$ cat config.mk
export PLATFORM = sky130hd
export DESIGN_NAME = mclock_stretch_flat
export DESIGN_NICKNAME = d
export VERILOG_FILES = /design/src/rtl/mclock_stretch_if.sv /design/src/rtl/mclock_stretch.sv /design/src/flat_wrapper.sv
export SDC_FILE = /design/constraint.sdc
export NUM_CORES = 1
export LEC_CHECK = 0
export CAP_MARGIN = 10
export CORE_ASPECT_RATIO = 0.9
export CORE_MARGIN = 3
export CORE_UTILIZATION = 52
export DETAILED_ROUTE_END_ITERATION = 12
export GPL_TIMING_DRIVEN = 0
export PLACE_DENSITY = 0.85
export SLEW_MARGIN = 20
export SYNTH_ARGS = -nofsm -noshare
export SYNTH_HDL_FRONTEND = slang
export SYNTH_SLANG_ARGS = --single-unit
export TNS_END_PERCENT = 5
$ cat constraint.sdc
create_clock -name clk -period 4.2 [get_ports clk]
set_input_delay 1.26 -clock clk [delete_from_list [all_inputs] [get_ports clk]]
set_output_delay 1.26 -clock clk [all_outputs]
set_load 0.1 [all_outputs]
$ cat src/rtl/mclock_stretch_if.sv
// Memory-side bus of the clock stretcher: CPU address/controls in, stretched
// memory clock and status out.
interface mclock_stretch_if #(
  parameter int ADDR_W = 32,
  parameter int WAIT_W = 4,
  parameter int CNT_W  = 16
);
  logic [ADDR_W-1:0] address;
  logic              stretch_en;
  logic [WAIT_W-1:0] wait_cycles;
  logic              mem_ready;
  logic              mclk;
  logic              busy;
  logic              timeout;
  logic [CNT_W-1:0]  stall_cycles;

  modport master (
    output address, stretch_en, wait_cycles, mem_ready,
    input  mclk, busy, timeout, stall_cycles
  );

  modport slave (
    input  address, stretch_en, wait_cycles, mem_ready,
    output mclk, busy, timeout, stall_cycles
  );
endinterface

$ cat src/rtl/mclock_stretch.sv
// Memory clock generator: holds mclk high for a programmable number of core
// cycles after each address change, optionally extended until mem_ready.
module mclock_stretch #(
  parameter int ADDR_W  = 32,
  parameter int WAIT_W  = 4,
  parameter int EXT_MAX = 16,
  parameter int CNT_W   = 16
) (
  input  logic             clk,
  input  logic             reset,
  mclock_stretch_if.slave  bus
);

  localparam int ECNT_W = $clog2(EXT_MAX) + 1;
  localparam logic [ECNT_W-1:0] ECNT_LAST = ECNT_W'(EXT_MAX - 1);
  localparam logic [CNT_W-1:0]  CNT_MAX   = '1;
  localparam logic [WAIT_W-1:0] WAIT_ONE  = WAIT_W'(1);

  typedef enum logic [1:0] {
    ST_IDLE,
    ST_WAIT,
    ST_EXTEND
  } state_t;

  state_t            state_reg;
  logic [ADDR_W-1:0] addr_reg;
  logic [WAIT_W-1:0] wcnt_reg;
  logic [ECNT_W-1:0] ecnt_reg;
  logic              timeout_reg;
  logic [CNT_W-1:0]  stall_reg;

  logic start;
  logic hold;

  assign start = (state_reg == ST_IDLE) && bus.stretch_en &&
                 (bus.address != addr_reg) && (bus.wait_cycles != '0);

  // Gated by reset so mclk tracks clk for the whole reset interval, even if
  // the address already differs from the cleared latch.
  assign hold = reset && (start || (state_reg != ST_IDLE));

  // hold only moves while clk is high, so the OR cannot glitch.
  assign bus.mclk         = clk | hold;
  assign bus.busy         = hold;
  assign bus.timeout      = timeout_reg;
  assign bus.stall_cycles = stall_reg;

  always_ff @(posedge clk or negedge reset) begin
    if (!reset) begin
      state_reg   <= ST_IDLE;
      addr_reg    <= '0;
      wcnt_reg    <= '0;
      ecnt_reg    <= '0;
      timeout_reg <= 1'b0;
      stall_reg   <= '0;
    end else begin
      timeout_reg <= 1'b0;

      if (hold && (stall_reg != CNT_MAX)) begin
        stall_reg <= stall_reg + 1'b1;
      end

      case (state_reg)
        ST_IDLE: begin
          // Always tracking the address in IDLE means re-enabling never
          // finds a stale mismatch.
          addr_reg <= bus.address;
          if (start) begin
            if (bus.wait_cycles == WAIT_ONE) begin
              if (!bus.mem_ready) begin
                state_reg <= ST_EXTEND;
                ecnt_reg  <= '0;
              end
            end else begin
              wcnt_reg  <= bus.wait_cycles - WAIT_ONE;
              state_reg <= ST_WAIT;
            end
          end
        end

        ST_WAIT: begin
          if (wcnt_reg > WAIT_ONE) begin
            wcnt_reg <= wcnt_reg - WAIT_ONE;
          end else if (bus.mem_ready) begin
            state_reg <= ST_IDLE;
          end else begin
            state_reg <= ST_EXTEND;
            ecnt_reg  <= '0;
          end
        end

        ST_EXTEND: begin
          if (bus.mem_ready) begin
            state_reg <= ST_IDLE;
          end else if (ecnt_reg == ECNT_LAST) begin
            state_reg   <= ST_IDLE;
            timeout_reg <= 1'b1;
          end else begin
            ecnt_reg <= ecnt_reg + 1'b1;
          end
        end

        default: begin
          state_reg <= ST_IDLE;
        end
      endcase
    end
  end

endmodule

$ cat src/flat_wrapper.sv
// flat-port wrapper written by rule: the top's interface ports become plain ports
module mclock_stretch_flat 
#(
  parameter int ADDR_W  = 32,
  parameter int WAIT_W  = 4,
  parameter int EXT_MAX = 16,
  parameter int CNT_W   = 16
)
  (clk, reset, bus_address, bus_stretch_en, bus_wait_cycles, bus_mem_ready, bus_mclk, bus_busy, bus_timeout, bus_stall_cycles);
  mclock_stretch_if #(.ADDR_W(ADDR_W), .WAIT_W(WAIT_W), .CNT_W(CNT_W)) bus_i ();
  input  logic clk;
  input  logic reset;
  input wire logic [$bits(bus_i.address)-1:0] bus_address;
  input wire logic [$bits(bus_i.stretch_en)-1:0] bus_stretch_en;
  input wire logic [$bits(bus_i.wait_cycles)-1:0] bus_wait_cycles;
  input wire logic [$bits(bus_i.mem_ready)-1:0] bus_mem_ready;
  output wire logic [$bits(bus_i.mclk)-1:0] bus_mclk;
  output wire logic [$bits(bus_i.busy)-1:0] bus_busy;
  output wire logic [$bits(bus_i.timeout)-1:0] bus_timeout;
  output wire logic [$bits(bus_i.stall_cycles)-1:0] bus_stall_cycles;
  assign bus_i.address = bus_address;
  assign bus_i.stretch_en = bus_stretch_en;
  assign bus_i.wait_cycles = bus_wait_cycles;
  assign bus_i.mem_ready = bus_mem_ready;
  assign bus_mclk = bus_i.mclk;
  assign bus_busy = bus_i.busy;
  assign bus_timeout = bus_i.timeout;
  assign bus_stall_cycles = bus_i.stall_cycles;
  mclock_stretch #(.ADDR_W(ADDR_W), .WAIT_W(WAIT_W), .EXT_MAX(EXT_MAX), .CNT_W(CNT_W)) u_core (.clk(clk), .reset(reset), .bus(bus_i));
endmodule
==> impl_results.md, run 1 <==
- Setup slack on the worst flop-to-flop path: around 1900 ps
- Path type of the worst min-delay path: flop to flop
- Critical-path maximum fanout: 2
- Placement row count: 26
- Number of cells traversed by the worst hold path: 1
- Reported max-cap violation count: 0
- Minimum setup slack after placement: -1320 ps
- Worst Clk Skew: around 7.5 ps
- Final Hold Fails: 0
- Fraction of the yosys area taken by sequential cells: between 40% and 50%
- Total of flip-flops plus latches after synthesis: 60
- Worst hold slack across all endpoints: 487 ps
- Residual DRC count: 0
- Insertion delay to the later sink of the worst-skew pair: about 440 ps
- Flip-flop count of the largest register after layout: 32
- Final Worst Setup Slack: roughly 84 ps
- Worst Setup End Kind: output port
- Worst-margin pin slew: between 900 and 1000 ps
- Most frequent cells in the layout: sky130_fd_sc_hd__dfrtp_1, sky130_fd_sc_hd__xor2_1, sky130_fd_sc_hd__mux2_2
- Worst min-delay path startpoint: u_core.bus.stall_cycles[5]
- IR Drop Worst-Case VDD: around 0.42 mV
- Wire length of the first global-routing pass: 11600 um
- Synth Net Count: ~320
- Area share of the leading cell type in the synthesized netlist: between 40 and 50%
- Beginning of the worst register-to-register path: u_core.addr_reg[11]
- Status: completed
- Leading cell type in the layout, fill and taps excluded: sky130_fd_sc_hd__dfrtp_1
- Number of instances in the synthesized netlist: 274
- Number of failing setup endpoints in the final timing report: 0
- Post-DP HPWL: 4740 um
- Summed instance area of the synthesized netlist: 3190 um2
- Number of iterations in the first detailed-routing pass: 4
- Cell area power density: approximately 730 nW/um2
- Antenna-violating nets left: 0
- Leakage power figure: approximately 1.8 nW
- Hold buffer count at cts: 0
- Setup repair after global routing missed its margin: yes
- Global-route total usage across every layer: 21.9%
- Overflow after GRT: 0
- Worst rel slew slack: between 30% and 40%
- Capture instance of the worst register-to-register path: u_core.wcnt_reg[3]
- DIE HEIGHT: between 80 and 90 um
- Post-synth top area cell: sky130_fd_sc_hd__dfrtp_1
- Floorplan core area: slightly below 6000 um2
- Die span in x: 88.6 um
- WL final: 6720 um
- Signed area change from the synthesized netlist to the final layout: 28.4%
- Launching element type of the critical path: primary input
- Setup tns final: 0 ps
- Signal arrival time at the worst endpoint: approximately 2900 ps
- Number of violations reported at the end of detailed-routing iteration 0: between 80 and 90
- Routed wire length per instance: about 16 um
- Count of different cell masters after synthesis: 45
- Achievable frequency: roughly 240 MHz
- Die area: 7120 um2
- Number of synthesis warnings: 0
- Mean number of vias per cell: 5.63
- Initial antenna violation count: 0
- Number of port buffers: a little under 60
- Layout fillers: ~440
- CP required: 2940 ps
- Share of final-layout standard cells stronger than drive strength 1: between 20% and 30%
- Most area-consuming cells after synthesis: sky130_fd_sc_hd__dfrtp_1, sky130_fd_sc_hd__xor2_1, sky130_fd_sc_hd__mux2_2
- Final weighted congestion in routability-driven placement: around 0.82
- Antenna cells: 0
- Number of max-slew violations in the final report: 0
- Routed via count: approximately 2400
- Worst r2r path cells: 8
- Final nets: 397
- Count of pins on the block boundary: roughly 60
- Initial core utilization: 54.8%
- Maximum number of pins on one net before global-route repair: 37
- Core occupancy in the finished layout: a little over two thirds
- Hold path endpoint: u_core.bus.stall_cycles[5]
- Critical path type: primary input to output port
- Clock-pin slew reported for the worst setup and hold paths after clock tree synthesis: 60 ps
- Mean instance size in the synthesized netlist: roughly 12 um2
- Number of global-route vias before repair: between 2000 and 3000
- Period utilization: approximately 98%
- Period minus WS final: ~4100 ps
- CTS tree: built
-- report_power, final --
| part | internal [W] | switching, W | total, W | leakage [nW] |
|---|---|---|---|---|
| combinational | 0.000549 | 0.000722 | 0.00127 | 0.980 |
| clock | 0.000396 | 0.000291 | 0.000687 | 0.139 |
| sequential | 0.000822 | 0.000193 | 0.00102 | 0.720 |
| total | 0.00177 | 0.00121 | 0.00297 | 1.84 |
-- cell usage after synthesis (all sizes together) --
master	number
nor2	8
o211a	1
clkbuf	5
xor2	48
nor2b	1
and2	1
o21ai	5
nand2b	3
nand3	9
nand4	5
o221a	2
nor3	4
o31a	1
a211oi	10
or3	1
a2111oi	5
nor4b	1
a2111o	1
o21bai	1
o211ai	1
or4b	1
o41ai	1
buf	5
a32oi	1
xnor2	3
a21oi	6
a21o	1
and3	5
inv	10
ha	8
or2	1
o221ai	1
dfrtp	60
nand2	13
mux2i	2
o31ai	1
mux2	34
nor4	8
-- final cells by class --
class                      instances  area [um2]  share of cell area (%)
multi-input combinational        194        1650                    40.2
timing repair buffer              60         509                    12.4
buffer                            10        52.6                    1.28
clock buffer                      16         216                    5.28
clock inverter                     4        47.5                    1.16
tap                               70        87.6                    2.14
sequential                        60        1500                    36.6
inverter                          10        37.5                   0.916
-- worst max-delay path by stage --
stage	endpoint	slack, ps	startpoint	depth (start not counted)
floorplan	bus_mclk	170	bus_address[2]	7
global placement	bus_busy	-2330	reset	3
detailed placement	bus_busy	-1320	bus_address[8]	9
CTS	bus_mclk	0.4	bus_address[12]	9
global route	bus_mclk	-6	bus_address[21]	9
finish	bus_mclk	80	bus_address[10]	9
-- logic make-up (layout without fill, tap and decap cells) --
kind of cell             Yosys count  after routing  synth area share [%]
AND/OR/NAND/NOR                   61             61                  10.5
multiplexers                      36             36                  12.6
XOR/XNOR                          51             51                  14.0
adder cells (fa/ha/maj)            8              8                  3.14
buffers and inverters             20            100                  2.74
AO/OA/AOI/OAI                     38             38                  9.92
flip-flops                        60             60                  47.0
-- worst max-delay path: stages --
cell and delay (ps):
sky130_fd_sc_hd__dlygate4sd2_1 250, sky130_fd_sc_hd__xor2_1 150, sky130_fd_sc_hd__nor4_2 230, sky130_fd_sc_hd__nand4_1 140, sky130_fd_sc_hd__o211ai_1 230, sky130_fd_sc_hd__buf_4 170
sky130_fd_sc_hd__nand2_4 50, sky130_fd_sc_hd__a21o_1 210, sky130_fd_sc_hd__buf_12 170
-- timing repair --
item,in CTS,in global routing
gates cloned,0,0
setup endpoints to repair,3,3
buffers inserted,1,1
pin swaps,16,11
gates resized for setup,105,20
-- layer usage --
layer	share of wire [%]	global-route usage, %
met1	42	25.9
met2	51	34.7
met3	5.7	9.44
met4	1.8	9.06
met5	0	0
-- stage by stage --
stage | area, um2 | power (W) | cells
after floorplan | 3190 | 0.00201 | 274
after global placement | 3860 | 0.00228 | 402
after detailed placement | 3880 | 0.00234 | 403
after CTS | 4090 | 0.00298 | 423
after global routing | 4100 | 0.00317 | 424
final | 4100 | 0.00297 | 424
Note: power is estimated with default switching activity, not from simulation.
==> run 2: changes to the inputs <==
GPL_ROUTABILITY_DRIVEN = 0   (was default)
==> results of run 2 <==
Final layout, timing and power as in run 1 (identical DEF).
==> run 3: changes to the inputs <==
GPL_ROUTABILITY_DRIVEN = default   (was 0)
SLEW_MARGIN = 10   (was 20)
==> run 3 against run 2 <==
Against the previous run: clock power up 0.7%; register-to-register slack worse by 890 ps; non-clock buffer count increased by 8; count of clock-buffer cells in the layout is the same; sequential share of layout area is 0.80 points lower; largest power group unchanged.
==> impl_results.md, run 3 (same netlist as run 1, synthesis figures left out) <==
- Status: completed
- Antenna-violating nets left: 0 (unchanged)
- Clock-pin slew reported for the worst setup and hold paths after clock tree synthesis: 60 ps (about the same)
- Period minus WS final: 4130 ps (+17.4 ps)
- Switching share of power: 40.8% (+0.28 points)
- Cell area power density: 718 nW/um2 (-1.1%)
- Global-route total usage across every layer: 22.0% (+0.11 points)
- Launching element type of the critical path: primary input
- Number of iterations in the first detailed-routing pass: 4 (unchanged)
- Switching power: 0.00123 W (+1.9%)
- Critical-path maximum fanout: 2 (unchanged)
- Period utilization: 98.4% (+0.41 points)
- Capture instance of the worst register-to-register path: u_core.bus.stall_cycles[14]
- Worst Setup End Kind: output port
- Internal portion of total power: 0.00178 W (+0.67%)
- Number of cells traversed by the worst hold path: 1 (unchanged)
- DIE HEIGHT: 80.3 um (unchanged)
- Antenna cells: 0 (unchanged)
- Path type of the worst min-delay path: flop to flop
- Area of the multi-input gates: 1670 um2 (+1.4%)
- Leakage power figure: 1.88 nW (+2.4%)
- Worst hold slack across all endpoints: 486 ps (-0.542 ps)
- Flip-flop count of the largest register after layout: 32 (unchanged)
- Routed via count: 2407 (+0.92%)
- Final Hold Fails: 0 (unchanged)
- Reported max-cap violation count: 0 (unchanged)
- Signal arrival time at the worst endpoint: 2870 ps (about the same)
- IR Drop Worst-Case VDD: 0.351 mV (-16%)
- Layout fillers: 412 (-5.3%)
- Count of pins on the block boundary: 59 (unchanged)
- Setup tns final: 0 ps (unchanged)
- Final nets: 405 (+2.0%)
- Part of the power in registers: 34.0% (-0.2 points)
- Die span in x: 88.6 um (unchanged)
- Overflow after GRT: 0 (unchanged)
- Initial antenna violation count: 0 (unchanged)
- CP required: 2940 ps (about the same)
- CTS tree: built
- Number of global-route vias before repair: 2530 (+1.2%)
- Sequential cell area: 1500 um2 (unchanged)
- Worst r2r path cells: 17 (+9)
- Critical path type: primary input to output port
- Final Worst Setup Slack: 66.5 ps (-17.4 ps)
- Initial core utilization: 54.8% (unchanged)
- Hold buffer count at cts: 0 (unchanged)
- Post-DP HPWL: 4640 um (-2.0%)
- Share of total power in combinational logic: 43.1% (+0.3 points)
- Beginning of the worst register-to-register path: u_core.addr_reg[23]
- Setup slack on the worst flop-to-flop path: 1010 ps (-890 ps)
- Final total power: 0.00301 W (+1.2%)
- Number of port buffers: 58 (unchanged)
- Maximum number of pins on one net before global-route repair: 64 (+73%)
- Hold path endpoint: u_core.bus.stall_cycles[5]
- Most frequent cells in the layout: sky130_fd_sc_hd__dfrtp_1, sky130_fd_sc_hd__xor2_1, sky130_fd_sc_hd__mux2_2
- Worst min-delay path startpoint: u_core.bus.stall_cycles[5]
- Placement row count: 26 (unchanged)
- Minimum setup slack after placement: -1320 ps (-0.690 ps)
- WL final: 6920 um (+3.0%)
- Leading cell type in the layout, fill and taps excluded: sky130_fd_sc_hd__dfrtp_1
- Routed wire length per instance: 16.0 um (+1.1%)
- Number of violations reported at the end of detailed-routing iteration 0: 146 (+74%)
- Wire length of the first global-routing pass: 11600 um (-0.12%)
- Signed area change from the synthesized netlist to the final layout: 31.2%
- Achievable frequency: 242 MHz (-0.42%)
- Setup repair after global routing missed its margin: yes
- Residual DRC count: 0 (unchanged)
- Worst rel slew slack: 34.6% (about the same)
- Insertion delay to the later sink of the worst-skew pair: 450 ps (about the same)
- Clock network fraction of design power: 23.0% (about the same)
- Number of max-slew violations in the final report: 0 (unchanged)
- Worst-margin pin slew: 978 ps (+0.495 ps)
- Number of failing setup endpoints in the final timing report: 0 (unchanged)
- Share of final-layout standard cells stronger than drive strength 1: 30.1% (+1.6 points)
- Mean number of vias per cell: 5.57 (-0.95%)
- Floorplan core area: 5820 um2 (unchanged)
- Final weighted congestion in routability-driven placement: 0.820
- Die area: 7120 um2 (unchanged)
- Worst Clk Skew: 9.48 ps (+1.99 ps)
==> run 3: changes by cell type in the layout (fill, tap and decap cells not counted), sizes merged <==
cell	before	now
buf	26	25
clkbuf	26	31
clkdlybuf4s15	8	9
dlygate4sd2	3	6
==> run 3: stage by stage <==
stage | area, um2 | std cells | utilization [%]
2_1_floorplan | 3190 | 274 | -
3_3_place_gp | 3860 | 402 | 66.3
3_5_place_dp | 3860 | 402 | 66.2
4_1_cts | 4170 | 431 | 71.7
5_1_grt | 4190 | 432 | 71.9
6_report | 4190 | 432 | 71.9
==> run 3: critical path, stage by stage <==
cell and delay [ps]:
sky130_fd_sc_hd__dlygate4sd2_1 260, sky130_fd_sc_hd__xor2_1 140, sky130_fd_sc_hd__nor4_1 240, sky130_fd_sc_hd__nand4_1 150, sky130_fd_sc_hd__o211ai_1 230, sky130_fd_sc_hd__buf_4 170, sky130_fd_sc_hd__nand2_4 50, sky130_fd_sc_hd__a21o_1 210
sky130_fd_sc_hd__buf_12 170
==> run 3: timing repair <==
| action | in CTS | in global routing |
|---|---|---|
| setup endpoints to repair | 4 | 3 |
| hold endpoints to repair | 0 | 0 |
| pin swaps | 14 | 13 |
| resized for setup | 85 | 31 |
| setup buffers | 10 | 1 |
| gates cloned | 0 | 0 |
==> run 3: worst max path at each step <==
stage	from	end	slack, ps	depth (start not counted)
after floorplan	bus_address[2]	bus_mclk	170	7
after global placement	reset	bus_busy	-2330	3
after detailed placement	bus_address[8]	bus_busy	-1320	9
after CTS	bus_address[31]	bus_mclk	0.5	9
after global routing	bus_address[2]	bus_mclk	-10	9
final	bus_address[1]	bus_mclk	70	9
==> run 3: power by group through the flow <==
stage          logic (W)  clock network (W)  registers (W)
6_report         0.00129           0.000692        0.00102
5_1_grt          0.00141           0.000740        0.00105
4_1_cts          0.00128           0.000704        0.00101
3_5_place_dp     0.00124          0.0000718        0.00102
3_3_place_gp     0.00121          0.0000718        0.00100
2_1_floorplan   0.000772          0.0000598        0.00118
==> run 3: layout make-up <==
cell class	count	share of cell area, %
inverter	10	0.896
multi-input combinational	194	39.8
buffer	10	1.25
timing repair buffer	68	13.8
clock buffer	16	5.17
sequential	60	35.8
clock inverter	4	1.14
tap	70	2.09
==> run 3: routing by layer <==
metal | routed length (um) | up-vias | GRT usage, %
met2 | 3490 | 87 | 34.8
met4 | 142 | 0 | 10.4
met5 | 0 | - | 0
met1 | 2840 | 1162 | 25.8
met3 | 453 | 15 | 9.23
li1 | - | 1143 | -
